`config.mk`:
```
export PLATFORM = sky130hd
export DESIGN_NAME = car_sensor_gen_flat
export DESIGN_NICKNAME = d
export VERILOG_FILES = /design/src/rtl/car_sensor_gen_pkg.sv /design/src/rtl/car_sensor_gen_if.sv /design/src/rtl/car_sensor_gen_hold_timer.sv /design/src/rtl/car_sensor_gen.sv /design/src/flat_wrapper.sv
export SDC_FILE = /design/constraint.sdc
export NUM_CORES = 1
export LEC_CHECK = 0
export CORE_AREA = 2 2 64 66
export CTS_BUF_LIST = sky130_fd_sc_hd__clkbuf_8
export DETAILED_ROUTE_END_ITERATION = 12
export DIE_AREA = 0 0 66 68
export PLACE_DENSITY = 0.88
export SETUP_SLACK_MARGIN = 0.5
export SYNTH_ARGS = -nofsm -noshare
export SYNTH_HDL_FRONTEND = slang
export SYNTH_SLANG_ARGS = --single-unit
```
`constraint.sdc`:
```
create_clock -name clk -period 2.27 [get_ports clk]
set_input_delay 0.454 -clock clk [delete_from_list [all_inputs] [get_ports clk]]
set_output_delay 0.454 -clock clk [all_outputs]
set_load 0.005 [all_outputs]
```
`src/rtl/car_sensor_gen_pkg.sv`:
```
// Shared encodings for the car sensor emulator: FSM states, {a,b} patterns, direction codes.
package car_sensor_gen_pkg;

  typedef enum logic [2:0] {
    ST_IDLE    = 3'd0,
    ST_PH1     = 3'd1,
    ST_PH2     = 3'd2,
    ST_PH3     = 3'd3,
    ST_TAIL    = 3'd4,
    ST_RETREAT = 3'd5
  } state_e;

  localparam logic [1:0] AB_IDLE  = 2'b00;
  localparam logic [1:0] AB_OUTER = 2'b10;
  localparam logic [1:0] AB_BOTH  = 2'b11;
  localparam logic [1:0] AB_INNER = 2'b01;

  localparam logic DIR_ENTER = 1'b0;
  localparam logic DIR_EXIT  = 1'b1;

  // Pattern shown in advancing phase 1..3; phase 0 means both beams clear.
  function automatic logic [1:0] phase_ab(input logic dir, input logic [1:0] ph);
    logic [1:0] ab;
    ab = AB_IDLE;
    case (ph)
      2'd1:    ab = (dir == DIR_EXIT) ? AB_INNER : AB_OUTER;
      2'd2:    ab = AB_BOTH;
      2'd3:    ab = (dir == DIR_EXIT) ? AB_OUTER : AB_INNER;
      default: ab = AB_IDLE;
    endcase
    return ab;
  endfunction

  function automatic logic [1:0] state_phase(input state_e s);
    logic [1:0] ph;
    ph = 2'd0;
    case (s)
      ST_PH1:  ph = 2'd1;
      ST_PH2:  ph = 2'd2;
      ST_PH3:  ph = 2'd3;
      default: ph = 2'd0;
    endcase
    return ph;
  endfunction

endpackage

```
`src/rtl/car_sensor_gen_if.sv`:
```
// Request/response bundle between a sequence requester and the car sensor emulator.
interface car_sensor_gen_if #(
  parameter int HOLD_W = 8,
  parameter int CNT_W  = 4
);
   logic              start;
   logic              dir;
   logic [HOLD_W-1:0] hold;
   logic              abort;
   logic              a;
   logic              b;
   logic              busy;
   logic              done;
   logic              aborted;
   logic [CNT_W-1:0]  exp_count;

   modport master (
      output start, dir, hold, abort,
      input  a, b, busy, done, aborted, exp_count
   );

   modport slave (
      input  start, dir, hold, abort,
      output a, b, busy, done, aborted, exp_count
   );
endinterface

```
`src/rtl/car_sensor_gen_hold_timer.sv`:
```
// Per-phase down-counter: loads H-1 on phase entry, expires at zero and holds there.
module hold_timer
   import car_sensor_gen_pkg::*;
#(
   parameter int HOLD_W = 8
) (
   input  logic              clk,
   input  logic              reset_n,
   input  logic              load_i,
   input  logic [HOLD_W-1:0] value_i,
   output logic              expire_o,
   output logic              nxt_zero_o
);

   logic [HOLD_W-1:0] cnt_q, cnt_d;

   always_comb begin
      cnt_d = cnt_q;
      if (load_i) begin
         cnt_d = value_i;
      end else if (cnt_q != '0) begin
         cnt_d = cnt_q - 1'b1;
      end
   end

   always_ff @(posedge clk or negedge reset_n) begin
      if (!reset_n) begin
         cnt_q <= '0;
      end else begin
         cnt_q <= cnt_d;
      end
   end

   assign expire_o   = (cnt_q == '0);
   // Lets the parent register a pulse that lines up with the final cycle of a phase.
   assign nxt_zero_o = (cnt_d == '0);

endmodule

```
`src/rtl/car_sensor_gen.sv`:
```
// Emulates the two photo-sensors of a car entering or exiting, with back-out support
// and the occupancy value a downstream counter is expected to show.
module car_sensor_gen
   import car_sensor_gen_pkg::*;
#(
   parameter int HOLD_W = 8,
   parameter int CNT_W  = 4
) (
   input  logic            clk,
   input  logic            reset_n,
   car_sensor_gen_if.slave bus
);

   state_e            state_q, state_d;
   logic [1:0]        idx_q, idx_d;
   logic              dir_q, dir_d;
   logic [HOLD_W-1:0] hm1_q, hm1_d;
   logic [1:0]        ab_q, ab_d;
   logic              busy_q, busy_d;
   logic              done_q, done_d;
   logic              aborted_q, aborted_d;
   logic [CNT_W-1:0]  cnt_q, cnt_d;

   logic              tmr_load;
   logic [HOLD_W-1:0] tmr_val;
   logic              tmr_expire;
   logic              tmr_nxt_zero;
   logic [HOLD_W-1:0] hold_m1;

   // A zero hold is stretched to one cycle per phase.
   assign hold_m1 = (bus.hold == '0) ? '0 : (bus.hold - 1'b1);

   hold_timer #(.HOLD_W(HOLD_W)) u_timer (
      .clk        (clk),
      .reset_n    (reset_n),
      .load_i     (tmr_load),
      .value_i    (tmr_val),
      .expire_o   (tmr_expire),
      .nxt_zero_o (tmr_nxt_zero)
   );

   always_comb begin
      state_d  = state_q;
      idx_d    = idx_q;
      dir_d    = dir_q;
      hm1_d    = hm1_q;
      cnt_d    = cnt_q;
      tmr_load = 1'b0;
      tmr_val  = hm1_q;

      unique case (state_q)
         ST_IDLE: begin
            if (bus.start) begin
               state_d  = ST_PH1;
               dir_d    = bus.dir;
               hm1_d    = hold_m1;
               tmr_load = 1'b1;
               tmr_val  = hold_m1;
            end
         end
         ST_PH1, ST_PH2, ST_PH3: begin
            if (bus.abort) begin
               state_d  = ST_RETREAT;
               idx_d    = state_phase(state_q);
               tmr_load = 1'b1;
            end else if (tmr_expire) begin
               tmr_load = 1'b1;
               case (state_q)
                  ST_PH1:  state_d = ST_PH2;
                  ST_PH2:  state_d = ST_PH3;
                  default: state_d = ST_TAIL;
               endcase
            end
         end
         ST_TAIL: begin
            if (tmr_expire) begin
               state_d = ST_IDLE;
               cnt_d   = (dir_q == DIR_EXIT) ? (cnt_q - 1'b1) : (cnt_q + 1'b1);
            end
         end
         ST_RETREAT: begin
            // idx 1 is the single all-clear cycle that closes a back-out.
            if (idx_q == 2'd1) begin
               state_d = ST_IDLE;
            end else if (tmr_expire) begin
               idx_d    = idx_q - 2'd1;
               tmr_load = 1'b1;
            end
         end
         default: state_d = ST_IDLE;
      endcase
   end

   // Outputs are decoded from the next state so they are registered alongside it.
   always_comb begin
      ab_d = AB_IDLE;
      case (state_d)
         ST_PH1:     ab_d = phase_ab(dir_d, 2'd1);
         ST_PH2:     ab_d = phase_ab(dir_d, 2'd2);
         ST_PH3:     ab_d = phase_ab(dir_d, 2'd3);
         ST_RETREAT: ab_d = phase_ab(dir_d, idx_d - 2'd1);
         default:    ab_d = AB_IDLE;
      endcase
      busy_d    = (state_d != ST_IDLE);
      done_d    = (state_d == ST_TAIL) && tmr_nxt_zero;
      aborted_d = (state_d == ST_RETREAT) && (idx_d == 2'd1);
   end

   always_ff @(posedge clk or negedge reset_n) begin
      if (!reset_n) begin
         state_q   <= ST_IDLE;
         idx_q     <= 2'd0;
         dir_q     <= DIR_ENTER;
         hm1_q     <= '0;
         ab_q      <= AB_IDLE;
         busy_q    <= 1'b0;
         done_q    <= 1'b0;
         aborted_q <= 1'b0;
         cnt_q     <= '0;
      end else begin
         state_q   <= state_d;
         idx_q     <= idx_d;
         dir_q     <= dir_d;
         hm1_q     <= hm1_d;
         ab_q      <= ab_d;
         busy_q    <= busy_d;
         done_q    <= done_d;
         aborted_q <= aborted_d;
         cnt_q     <= cnt_d;
      end
   end

   assign bus.a         = ab_q[1];
   assign bus.b         = ab_q[0];
   assign bus.busy      = busy_q;
   assign bus.done      = done_q;
   assign bus.aborted   = aborted_q;
   assign bus.exp_count = cnt_q;

endmodule
```
`src/flat_wrapper.sv`:
```
// flat-port wrapper written by rule: the top's interface ports become plain ports
module car_sensor_gen_flat import car_sensor_gen_pkg::*;
#(
   parameter int HOLD_W = 8,
   parameter int CNT_W  = 4
)
  (clk, reset_n, bus_start, bus_dir, bus_hold, bus_abort, bus_a, bus_b, bus_busy, bus_done, bus_aborted, bus_exp_count);
  car_sensor_gen_if #(.HOLD_W(HOLD_W), .CNT_W(CNT_W)) bus_i ();
  input  logic clk;
  input  logic reset_n;
  input wire logic [$bits(bus_i.start)-1:0] bus_start;
  input wire logic [$bits(bus_i.dir)-1:0] bus_dir;
  input wire logic [$bits(bus_i.hold)-1:0] bus_hold;
  input wire logic [$bits(bus_i.abort)-1:0] bus_abort;
  output wire logic [$bits(bus_i.a)-1:0] bus_a;
  output wire logic [$bits(bus_i.b)-1:0] bus_b;
  output wire logic [$bits(bus_i.busy)-1:0] bus_busy;
  output wire logic [$bits(bus_i.done)-1:0] bus_done;
  output wire logic [$bits(bus_i.aborted)-1:0] bus_aborted;
  output wire logic [$bits(bus_i.exp_count)-1:0] bus_exp_count;
  assign bus_i.start = bus_start;
  assign bus_i.dir = bus_dir;
  assign bus_i.hold = bus_hold;
  assign bus_i.abort = bus_abort;
  assign bus_a = bus_i.a;
  assign bus_b = bus_i.b;
  assign bus_busy = bus_i.busy;
  assign bus_done = bus_i.done;
  assign bus_aborted = bus_i.aborted;
  assign bus_exp_count = bus_i.exp_count;
  car_sensor_gen #(.HOLD_W(HOLD_W), .CNT_W(CNT_W)) u_core (.clk(clk), .reset_n(reset_n), .bus(bus_i));
endmodule
```
======== After elaboration in Yosys (flattened, before gate mapping) ========
Index checks and enable logic that the tools add are counted.
cells by class
  $add $sub $neg .......................... 6
  eq/ne operators ......................... 15
  mux-type cells .......................... 29
  reductions and logical operators ........ 10
operator list
  kind                                              number
  2-to-1 mux 8 bit                                  5
  logical NOT 8 bit                                 3
  subtractor 8 x 1 -> 8 bit, second input constant  2
  2-to-1 mux 3 bit                                  5
  == test 3 x 2 -> 1 bit, second input constant     4
  == test 3 bit, second input constant              4
  one-hot mux 2 bit (3 select lines)                2
  one-hot mux 3 bit (4 select lines)                1
  2-to-1 mux 2 bit                                  5
  one-hot mux 2 bit (4 select lines)                1
  nonzero test 8 bit                                1
  == test 2 x 1 -> 1 bit, second input constant     3
  == test 3 x 1 -> 1 bit, second input constant     2
  2-to-1 mux 1 bit                                  6
  one-hot mux 3 bit (2 select lines)                1
  adder 4 x 1 -> 4 bit, second input constant       1
  == test 2 bit, second input constant              2
  2-to-1 mux 4 bit                                  1
  one-hot mux 2 bit (2 select lines)                1
  subtractor 2 x 1 -> 2 bit, second input constant  2
  subtractor 4 x 1 -> 4 bit, second input constant  1
  logical NOT 3 bit                                 1
  one-hot mux 1 bit (3 select lines)                1
  nonzero test 3 bit                                1
  other kinds (3)                                   4
word-level totals
  bits in registers ....................... 31
  bits of input ports ..................... 13
  output and inout port bits .............. 9
  word-level logic and storage cells ...... 70

======== Longest topological paths before layout ========
Gate-level depths: netlist (run 1).
  depth in word-level cells ............... 8
  gate-level depth with buffers ........... 9
  mapped depth without buffers ............ 9

======== Cells and area by module ========
Synthesis (run 1) repeated with hierarchy kept, for this count alone.
second synthesis, totals
  cell total of the unflattened synthesis .. 196
  area total of the unflattened synthesis .. 1873.0 um^2
modules (own cells, without submodules)
  module          instances  cells each  area each (um^2)  seq. area each (um^2)
  car_sensor_gen  1          130         1282.5            575.6
  hold_timer      1          66          590.6             200.2

======== Worst setup path before layout (run 1) ========
OpenSTA, ideal clock, no wires.
  path type ............................... register -> register
  from .................................... register u_core.u_timer.cnt_q[0]
  to ...................................... register u_core.ab_q[1]
  setup time .............................. 0.136 ns
  data arrival time ....................... 2.201 ns
  data required time ...................... 2.134 ns
  slack ................................... -0.067 ns
  cell stages (with the launch flop) ...... 9
  path buffers ............................ 0
  clock period less this slack ............ 2.337 ns
  cell sequence ........................... dfrtp_1 > inv_1 > ha_1 > or3b_2 > nor2_8 > mux2_2 > a21o_1 > o221ai_1 > o21ai_0
on the way
  word-level cells in the longest chain between the ends .. 8
  elaborated cells on any way between the ends .. 18
  those cells by class .................... add/sub (1); eq/ne (7); mux (9); reduce/logical (1)
ends and longest elaborated chain
  what                                                     line                             text
  start: declaration                                       car_sensor_gen_hold_timer.sv:15  logic [HOLD_W-1:0] cnt_q, cnt_d;
  start signal: assignment                                 car_sensor_gen_hold_timer.sv:30  cnt_q <= cnt_d;
  logical NOT 8 bit *                                      car_sensor_gen_hold_timer.sv:34  assign expire_o = (cnt_q == '0);
  2-to-1 mux 2 bit                                         car_sensor_gen.sv:85             end else if (tmr_expire) begin
  2-to-1 mux 2 bit                                         car_sensor_gen.sv:83             if (idx_q == 2'd1) begin
  one-hot mux 2 bit (2 select lines)                       car_sensor_gen.sv:51             unique case (state_q)
  subtractor 2 x 1 -> 2 bit                                car_sensor_gen.sv:101            ST_RETREAT: ab_d = phase_ab(dir_d, idx_d - 2'd1);
  == test 2 bit or == test 2 x 1 -> 1 bit (tied branches)  car_sensor_gen_pkg.sv:25         case (ph)
  one-hot mux 2 bit (3 select lines)                       car_sensor_gen_pkg.sv:25
  one-hot mux 2 bit (4 select lines) *                     car_sensor_gen.sv:97             case (state_d)
  via u_core.ab_d[1]                                       car_sensor_gen.sv:18             logic [1:0] ab_q, ab_d;
  end signal: assignment                                   car_sensor_gen.sv:115            ab_q <= AB_IDLE;
  end signal: assignment                                   car_sensor_gen.sv:125            ab_q <= ab_d;
  end: declaration                                         car_sensor_gen.sv:18
The timed path passes the listed nets; every way through them passes the cells marked *.
A chain may end at the register's enable or synchronous reset.

======== Worst setup path in the final report (run 1) ========
  from .................................... register u_core.u_timer.cnt_q[1]
  to ...................................... register u_core.done_q, in the netlist u_core.bus.done
on the way
  word-level cells in the longest chain between the ends .. 7
  elaborated cells on any way between the ends .. 16
  those cells by class .................... add/sub (1); eq/ne (1); mux (10); reduce/logical (4)
ends and longest elaborated chain
  what                                                                               line                   text
  parallel branches: the longest is 6 deep, another holds subtractor 8 x 1 -> 8 bit  -
  logical AND 1 bit *                                                                car_sensor_gen.sv:105  done_d = (state_d == ST_TAIL) && tmr_nxt_zero;
  via u_core.done_d                                                                  car_sensor_gen.sv:20   logic done_q, done_d;
  end signal: assignment                                                             car_sensor_gen.sv:127  done_q <= done_d;
  end: declaration                                                                   car_sensor_gen.sv:20
Mark *: on every way through the listed nets, which the timed path passes.

==> flow_metrics.env, run 1 <==
export IMPL_first_global_vias=1852
export IMPL_syn_area_per_cell_um2=9.47
export IMPL_cpPeakStageDelay_ns=0.42
export IMPL_finalCriticalPeriod_ns=2.25
export IMPL_start_util_pct=49.4
export IMPL_synthAdderAreaFrac_pct=4.99
export IMPL_vias=2114
export IMPL_drc_errors=0
export IMPL_dp_cells=298
export IMPL_worstRegToRegCells=8
export IMPL_htree_levels=2
export IMPL_postRouteAntennaNets=0
export IMPL_root_buffer="clkbuf_8"
export IMPL_dieArea_um2=4490
export IMPL_first_iter_violations=348
export IMPL_finalCritPeriodShare_pct=99.2
export IMPL_worst_path_stages=8
export IMPL_drive_gt1_share_pct=44.7
export IMPL_slew_violations=0
export IMPL_worst_slew_pin_slew_ns=0.429
export IMPL_synth_compound_area_share_pct=18.1
export IMPL_cts_sinks=31
export IMPL_cts_tree="built"
export IMPL_antennaDiodeCount=0
export IMPL_crit_path_max_fanout=5
export IMPL_pin_count=22
export IMPL_design_area_um2=2990
export IMPL_end_kind="flip-flop"
export IMPL_status="finished, final reports clean"
export IMPL_path_cells="inv_2 > ha_4 > or3b_4 > nor2_8 > mux2_4 > a21oi_1 > nand4_1 > nor4_2"
export IMPL_grt_max_degree=32
export IMPL_synthToLayoutAreaGrowth_pct=57.1
export IMPL_hp_class="reg2reg"
export IMPL_yosys_warnings=0
export IMPL_critical_path_class="reg2reg"
export IMPL_yosys_cell_types_count=51
export IMPL_wirelength_um=7160
export IMPL_crit_buf_inv=1
export IMPL_whs_path_depth=1
export IMPL_cp_arrival_ns=2.43
export IMPL_rows=23
export IMPL_synth_edf_count=0
export IMPL_viasPerCell=6.37
export IMPL_maxCapViolations=0
export IMPL_vdd_drop_max_mv=0.731
export IMPL_insertion_delay_ns=0.29
export IMPL_start_kind="flip-flop"
export IMPL_finalSetupViolations=0
export IMPL_cp_required_ns=2.45
export IMPL_antenna_found_initial=0
export IMPL_max_freq_mhz=444
export IMPL_synth_seq_cells=31
export IMPL_nNetsFinal=301
export IMPL_cp_top_family="simple AND/OR/NAND/NOR gates"
export IMPL_portBuffers=21
export IMPL_gp_congestion=0.937
export IMPL_ys_seq_area_share_pct=40.7
export IMPL_timing_hold_ws_ns=0.467
export IMPL_stdcell_count=332
export IMPL_synth_simple_area_share_pct=23.7
export IMPL_firstDrtPassIters=5
export IMPL_nFillCells=221
export IMPL_wl_per_cell_um=21.6
export IMPL_chipWidth_um=66
export IMPL_clkTransAtPathRegs_ns=0.07
export IMPL_async_flop_share_pct=100
export IMPL_placed_cell_area_um2=2430
export IMPL_synth_main_ff_cell="dfrtp_1"
export IMPL_synth_xor_area_share_pct=5.98
export IMPL_power_density_nw_per_um2=1330
export IMPL_netlist_instances=201
export IMPL_grt_pass1_wl_um=9190
export IMPL_clock_skew_ns=0.00791
export IMPL_synth_top_family_by_area="simple AND/OR/NAND/NOR gates"
export IMPL_grt_usage_pct=27.8
export IMPL_synthesis_nets=221
export IMPL_leakage_nw=1.33
export IMPL_clock_path_buffers=2
export IMPL_rsz0062_at_grt="true"
export IMPL_hold_viol=0
export IMPL_dp_hpwl_um=3560
export IMPL_synth_mux_area_share_pct=2.30
export IMPL_die_h_um=68
export IMPL_cts_hold_buf=0
export IMPL_numCtsBuffers=5
export IMPL_max_slew_margin_pct=71.1
export IMPL_grt_overflow=0
export IMPL_crit_slowest_cell="or3b_4"
export IMPL_core_um2=3860
export IMPL_synth_area_um2=1900
==> cells in the final DEF (no fill, tap or decap), drive strengths merged, types with 2 or more instances in the layout <==
cell type and count:
nand2b 2, nor3b 6, or4 2, nand4 2, a21o 4, o21ai 16
o221ai 2, nor4bb 2, a22o 2, buf 59, dlygate4sd2 2, a221o 2
nand2 13, a22oi 2, a31oi 4, ha 6, nor3 12, inv 15
dfrtp 31, nand3 3, mux2 3, clkdlybuf4s50 13, xnor2 8, o31ai 4
nor2b 2, clkbuf 9, a21oi 6, nor4 4, nor2 18, xor2 5
==> per-layer routing <==
| layer | share of wire, % | GRT usage (%) | vias to the layer above |
|---|---|---|---|
| met5 | 0 | 0 | - |
| met4 | 4.8 | 13.8 | 0 |
| met2 | 49 | 49.4 | 141 |
| met3 | 7.9 | 5.43 | 39 |
| met1 | 38 | 32.3 | 1043 |
| li1 | - | - | 891 |
==> cells by family (layout without fill, tap and decap cells) <==
logic type               Yosys count  in the layout
XOR/XNOR                          13             13
multiplexers                       4              4
adder cells (fa/ha/maj)            7              7
buffers and inverters             21            102
AND/OR/NAND/NOR                   74             74
flip-flops                        31             31
AO/OA/AOI/OAI                     51             51
==> cell usage after synthesis, types with 3 or more instances <==
cell type / n / area (um^2)
a21o_1: 4 / 30.0
a21oi_1: 6 / 30.0
a31oi_1: 4 / 25.0
clkbuf_1: 5 / 18.8
dfrtp_1: 31 / 776
ha_1: 6 / 75.1
inv_1: 15 / 56.3
mux2_2: 3 / 33.8
nand2_1: 13 / 48.8
nand3_1: 3 / 15.0
nor2_1: 17 / 63.8
nor3_1: 11 / 55.1
nor3b_1: 6 / 45.0
o21ai_0: 15 / 75.1
o31ai_1: 4 / 30.0
xnor2_1: 8 / 70.1
xor2_1: 5 / 43.8
==> where the power goes <==
part | internal (mW) | switching [mW] | total, mW | leakage [nW]
clock network | 0.355 | 0.217 | 0.572 | 0.0612
logic | 1.16 | 1.26 | 2.42 | 0.883
registers | 0.776 | 0.223 | 0.999 | 0.383
==> worst reg2reg max path: cells and delay by family, from the launching register on <==
kind | cells | cell delay (ns)
compound gates | 1 | 0.16
mux | 1 | 0.36
flops | 1 | 0.40
buf+inv | 1 | 0.09
fa+ha+maj | 1 | 0.15
simple gates | 4 | 0.98
==> final timing paths <==
path / startpoint / endpoint / slack [ns]
min: u_core.bus.exp_count[3] / u_core.bus.exp_count[3] / 0.47
max in group asynchronous: reset_n / u_core.u_timer.cnt_q[5] / 1.35
min reg2reg: u_core.bus.exp_count[3] / u_core.bus.exp_count[3] / 0.47
max: u_core.u_timer.cnt_q[1] / u_core.bus.done / 0.02
min in group asynchronous: reset_n / u_core.hm1_q[6] / 0.59
max reg2reg: u_core.u_timer.cnt_q[1] / u_core.bus.done / 0.02
==> cell type report <==
type                    instances  area (um^2)  area share (%)
multi-input cells             149         1300            43.5
flip-flops and latches         31          779            26.1
repair buffers                 79          676            22.6
clock buffers                   6         82.6            2.76
well taps                      50         62.6            2.09
inverters                      15         56.3            1.88
clock inverters                 2         35.0            1.17
==> metrics by stage <==
step	util [%]	setup WS [ns]	power, mW	TNS, ns
6_report	77.6	0.0188	3.99	0
5_1_grt	77.6	-0.0111	4.12	-0.0190
4_1_cts	71.4	0.195	3.41	0
3_5_place_dp	62.9	-0.303	2.59	-0.816
3_3_place_gp	62.9	-0.236	2.51	-0.585
2_1_floorplan	-	0.175	1.98	0
==> sequential cells by signal, indices dropped and copies added (netlist names) <==
| register | cells |
|---|---|
| u_core.state_q | 3 |
| u_core.bus.exp_count | 4 |
| u_core.bus.busy | 1 |
| u_core.bus.aborted | 1 |
| u_core.dir_q | 1 |
| u_core.ab_q | 2 |
| u_core.idx_q | 2 |
| u_core.hm1_q | 8 |
| u_core.u_timer.cnt_q | 8 |
| u_core.bus.done | 1 |
==> repair_timing <==
action	in CTS	in global routing
buffers inserted	12	14
setup endpoints to repair	27	26
gates resized for setup	44	42
pin swaps	13	7
Note: power is estimated with default switching activity, not from simulation.
==> run 2: changes to the inputs <==
--- a/config.mk
+++ b/config.mk
@@ -5,10 +5,10 @@
 export SDC_FILE = /design/constraint.sdc
 export NUM_CORES = 1
 export LEC_CHECK = 0
-export CORE_AREA = 2 2 64 66
+export CORE_AREA = 2 2 67 63
 export CTS_BUF_LIST = sky130_fd_sc_hd__clkbuf_8
 export DETAILED_ROUTE_END_ITERATION = 12
-export DIE_AREA = 0 0 66 68
+export DIE_AREA = 0 0 69 65
 export PLACE_DENSITY = 0.88
 export SETUP_SLACK_MARGIN = 0.5
 export SYNTH_ARGS = -nofsm -noshare
==> run 2 against run 1 <==
  * Clock-buffer cell count unchanged
  * Worst hold slack better by 0.011 ns
  * Via count down 2.3%
  * Sequential cell count unchanged
  * Sequential power down 2.3%
  * Combinational power up 9.5%
  * Clock skew about the same
  * Die area about the same
  * Cell count up 1.8%
==> flow_metrics.env, run 2 (synthesized netlist as in run 1, its figures left out) <==
export IMPL_status="finished, final reports clean"
export IMPL_cp_required_ns=2.47
export IMPL_antennaDiodeCount=0
export IMPL_max_slew_margin_pct=65.8
export IMPL_final_util_pct=79.6
export IMPL_design_area_um2=3070
export IMPL_nNetsFinal=309
export IMPL_layout_common_cells="buf_4 (57), dfrtp_1 (27), nor2_1 (14)"
export IMPL_vdd_drop_max_mv=0.823
export IMPL_clock_path_buffers=2
export IMPL_drc_errors=0
export IMPL_timing_hold_ws_ns=0.479
export IMPL_first_global_vias=2241
export IMPL_end_kind="flip-flop"
export IMPL_worst_slew_pin_slew_ns=0.509
export IMPL_portBuffers=21
export IMPL_grt_pass1_wl_um=10300
export IMPL_numCtsBuffers=5
export IMPL_finalCritPeriodShare_pct=99.2
export IMPL_htree_levels=2
export IMPL_grt_max_degree=32
export IMPL_rsz0062_at_grt="true"
export IMPL_dp_hpwl_um=3680
export IMPL_chipWidth_um=69
export IMPL_gp_congestion=0.941
export IMPL_start_kind="flip-flop"
export IMPL_clkTransAtPathRegs_ns=0.07
export IMPL_insertion_delay_ns=0.29
export IMPL_die_h_um=65
export IMPL_hp_class="reg2reg"
export IMPL_critical_path_class="reg2reg"
export IMPL_synthToLayoutAreaGrowth_pct=61.2
export IMPL_finalCriticalPeriod_ns=2.25
export IMPL_cts_tree="built"
export IMPL_clock_skew_ns=0.00753
export IMPL_crit_path_max_fanout=6
export IMPL_finalSetupViolations=0
export IMPL_leakage_nw=1.38
export IMPL_wl_per_cell_um=20.5
export IMPL_slew_violations=0
export IMPL_placed_cell_area_um2=2450
export IMPL_start_util_pct=49.4
export IMPL_rows=22
export IMPL_grt_usage_pct=29.5
export IMPL_pin_count=22
export IMPL_vias=2066
export IMPL_first_iter_violations=183
export IMPL_antenna_found_initial=0
export IMPL_root_buffer="clkbuf_8"
export IMPL_max_freq_mhz=444
export IMPL_wirelength_um=6920
export IMPL_grt_overflow=0
export IMPL_drive_gt1_share_pct=47.9
export IMPL_postRouteAntennaNets=0
export IMPL_cts_sinks=31
export IMPL_power_density_nw_per_um2=1370
export IMPL_cts_hold_buf=0
export IMPL_cp_arrival_ns=2.45
export IMPL_maxCapViolations=0
export IMPL_firstDrtPassIters=4
export IMPL_core_um2=3850
export IMPL_hold_viol=0
export IMPL_viasPerCell=6.11
export IMPL_finalPower_mw=4.20
export IMPL_dieArea_um2=4490
export IMPL_final_common_cell="buf_4"
==> run 2: where the power goes <==
part / total, mW / internal, mW / switching, mW
Sequential: 0.976 / 0.777 / 0.199
Combinational: 2.65 / 1.32 / 1.32
Clock: 0.582 / 0.355 / 0.227
Total: 4.20 / 2.46 / 1.75
==> run 2: routing by layer <==
layer / share of wire [%] / wire length (um) / global-route usage (%)
met1: 35 / 2400 / 30.4
met2: 52 / 3620 / 52.4
met3: 5.8 / 398 / 6.53
met4: 7.3 / 504 / 22.5
met5: 0 / 0 / 0
==> run 2: critical path, cell delays in order, from the launching register on <==
cell and delay (ns):
dfrtp_2 0.46, buf_4 0.16, buf_4 0.14, nor3b_1 0.19, o21ai_0 0.16, a21boi_1 0.16
buf_4 0.16, buf_4 0.15, a21oi_4 0.17, nand4_1 0.14, nor4_2 0.26
==> run 2: final timing paths <==
path / start / end / slack, ns / cells past startpoint
min in group asynchronous: reset_n / u_core.dir_q / 0.55 / 2
max reg2reg: u_core.state_q[1] / u_core.bus.done / 0.02 / 10
max: u_core.state_q[1] / u_core.bus.done / 0.02 / 10
min reg2reg: u_core.bus.exp_count[3] / u_core.bus.exp_count[3] / 0.48 / 1
max in group asynchronous: reset_n / u_core.u_timer.cnt_q[5] / 1.39 / 2
min: u_core.bus.exp_count[3] / u_core.bus.exp_count[3] / 0.48 / 1
==> run 2: timing repair <==
| action | CTS | global route |
|---|---|---|
| pin swaps | 25 | 14 |
| cloned | 0 | 0 |
| setup buffers | 19 | 12 |
| gates resized for setup | 63 | 33 |
| setup endpoints to repair | 24 | 20 |
==> run 2: metrics by stage <==
step | instances | setup WS, ns | setup TNS (ns)
after global routing | 338 | -0.112 | -0.143
final | 338 | 0.0191 | 0
after CTS | 326 | 0.150 | 0
after floorplan | 201 | 0.175 | 0
after global placement | 299 | -0.255 | -0.649
after detailed placement | 299 | -0.325 | -0.937
==> run 2: cell type report <==
type,instances,area (um^2)
Clock buffer,6,82.6
Fill cell,234,785
Inverter,15,56.3
Clock inverter,2,35.0
Tap cell,48,60.1
Sequential cell,31,781
Timing Repair Buffer,87,731
Multi-Input combinational cell,149,1320
==> run 3: changes to the inputs <==
--- a/config.mk
+++ b/config.mk
@@ -9,8 +9,10 @@
 export CTS_BUF_LIST = sky130_fd_sc_hd__clkbuf_8
 export DETAILED_ROUTE_END_ITERATION = 12
 export DIE_AREA = 0 0 69 65
-export PLACE_DENSITY = 0.88
+export GPL_TIMING_DRIVEN = 0
+export PLACE_DENSITY_LB_ADDON = 0.1
 export SETUP_SLACK_MARGIN = 0.5
+export SKIP_CTS_REPAIR_TIMING = 1
 export SYNTH_ARGS = -nofsm -noshare
 export SYNTH_HDL_FRONTEND = slang
 export SYNTH_SLANG_ARGS = --single-unit
==> run 3 against run 2 <==
  * The flow now finishes with violations (negative setup slack)
  * Worst hold slack worse by 0.28 ns
  * Register-to-register slack worse by 0.04 ns
  * Fmax is 1.6% lower
  * Non-clock buffer count is 36 lower
==> flow_metrics.env, run 3 (synthesized netlist as in run 1, its figures left out) <==
export IMPL_power_switching_share_pct=42.5
export IMPL_combPwrFrac_pct=60.0
export IMPL_dp_slack_ns=-0.671
export IMPL_clkTransAtPathRegs_ns=0.07
export IMPL_end_kind="flip-flop"
export IMPL_worst_slew_pin_slew_ns=0.690
export IMPL_insertion_delay_ns=0.29
export IMPL_cpPeakStageDelay_ns=0.42
export IMPL_crit_slowest_cell="or3b_4"
export IMPL_core_um2=3850
export IMPL_postRouteAntennaNets=0
export IMPL_viasPerCell=5.86
export IMPL_wl_per_cell_um=16.9
export IMPL_firstDrtPassIters=4
export IMPL_antennaDiodeCount=0
export IMPL_power_internal_mw=2.01
export IMPL_setup_slack_ns=-0.0165
export IMPL_drive_gt1_share_pct=40.6
export IMPL_first_iter_violations=153
export IMPL_layout_common_cells="dfrtp_1 (27), buf_4 (19), nor2_1 (15)"
export IMPL_rsz0062_at_grt="true"
export IMPL_status="finished with violations"
export IMPL_hp_class="in2async"
export IMPL_pin_count=22
export IMPL_vias=1770
export IMPL_max_freq_mhz=437
export IMPL_grt_usage_pct=22.0
export IMPL_clock_path_buffers=2
export IMPL_root_buffer="clkbuf_8"
export IMPL_tns_ns=-0.0165
export IMPL_path_cells="inv_2 > ha_4 > or3b_4 > nor2_8 > nor3_1 > a311o_1 > or2_1 > nor4_2"
export IMPL_wirelength_um=5090
export IMPL_slew_violations=0
export IMPL_nFillCells=276
export IMPL_cp_arrival_ns=2.46
export IMPL_clkPwrFrac_pct=12.1
export IMPL_max_slew_margin_pct=54.0
export IMPL_finalSetupViolations=1
export IMPL_grt_max_degree=32
export IMPL_failed_checks="negative setup slack"
export IMPL_rows=22
export IMPL_dieArea_um2=4490
export IMPL_p_switching_mw=1.49
export IMPL_clock_skew_ns=0.00840
export IMPL_finalPower_mw=3.50
export IMPL_grt_pass1_wl_um=7610
export IMPL_power_density_nw_per_um2=1270
export IMPL_antenna_found_initial=0
export IMPL_chipWidth_um=69
export IMPL_numCtsBuffers=5
export IMPL_portBuffers=21
export IMPL_htree_levels=2
export IMPL_cts_tree="built"
export IMPL_worstRegToRegCells=8
export IMPL_nNetsFinal=273
export IMPL_gp_congestion=0.929
export IMPL_hold_viol=0
export IMPL_crit_path_max_fanout=7
export IMPL_final_common_cell="dfrtp_1"
export IMPL_vdd_drop_max_mv=0.732
export IMPL_synthToLayoutAreaGrowth_pct=45.3
export IMPL_maxCapViolations=0
export IMPL_dp_hpwl_um=3290
export IMPL_start_kind="flip-flop"
export IMPL_first_global_vias=1568
export IMPL_leakage_nw=1.24
export IMPL_cts_sinks=31
export IMPL_die_h_um=65
export IMPL_start_util_pct=49.4
export IMPL_timing_hold_ws_ns=0.200
export IMPL_drc_errors=0
export IMPL_critical_path_class="reg2reg"
export IMPL_grt_overflow=0
export IMPL_finalCriticalPeriod_ns=2.29
export IMPL_finalCritPeriodShare_pct=101
export IMPL_cp_required_ns=2.45
export IMPL_seqPwrFrac_pct=27.9
[run 3: cell types whose count changed in the layout (fill, tap and decap cells not counted), sizes merged]
cell and delta:
clkinv +2, clkdlybuf4s50 -1, dlygate4sd2 -4, clkbuf +1, bufinv -1, dlymetal6s2s +4, buf -37
[run 3: worst max-delay path: cells and delay by family, from the launching register on]
kind / cells / cell delay (ns)
flops: 1 / 0.39
fa+ha+maj: 1 / 0.16
simple gates: 5 / 1.21
compound gates: 1 / 0.29
buf+inv: 1 / 0.11
[run 3: worst paths after layout]
path,start,endpoint,slack [ns]
worst max-delay path,u_core.u_timer.cnt_q[0],u_core.bus.done,-0.02
worst min-delay path,reset_n,u_core.state_q[0],0.20
worst max register to register,u_core.u_timer.cnt_q[0],u_core.bus.done,-0.02
worst min register to register,u_core.bus.exp_count[3],u_core.bus.exp_count[3],0.47
max in group asynchronous,reset_n,u_core.u_timer.cnt_q[4],1.57
min in group clk,u_core.bus.exp_count[3],u_core.bus.exp_count[3],0.47
[run 3: per-layer routing]
| metal | vias to the layer above | global-route usage (%) | wire length, um |
|---|---|---|---|
| met4 | 0 | 7.60 | 117 |
| met3 | 13 | 6.69 | 258 |
| li1 | 837 | - | - |
| met5 | - | 0 | 0 |
| met2 | 55 | 36.4 | 2560 |
| met1 | 865 | 27.5 | 2150 |
[run 3: area by class of cell]
cell class              instances  area, um^2  share of cell area, %
clock inverters                 3        15.0                  0.543
repair buffers                 45         417                   15.1
plain buffers                   6        51.3                   1.85
clock buffers                   5        68.8                   2.49
inverters                      15        56.3                   2.04
well taps                      48        60.1                   2.17
multi-input cells             149        1320                   47.6
flip-flops and latches         31         781                   28.2
[run 3: power by group through the flow]
stage / logic (mW) / registers [mW] / clock network, mW
after floorplan: 1.07 / 0.911 / 0
after global placement: 1.39 / 0.931 / 0
after detailed placement: 1.44 / 0.943 / 0
after CTS: 1.45 / 0.935 / 0.430
after global routing: 2.27 / 1.01 / 0.464
final: 2.10 / 0.976 / 0.423
[run 3: metrics by stage]
stage	cell area (um^2)	util [%]	std cells
final	2770	71.8	302
after global placement	2210	57.3	270
after global routing	2770	71.8	302
after CTS	2290	59.5	278
after floorplan	1940	-	201
after detailed placement	2210	57.3	270
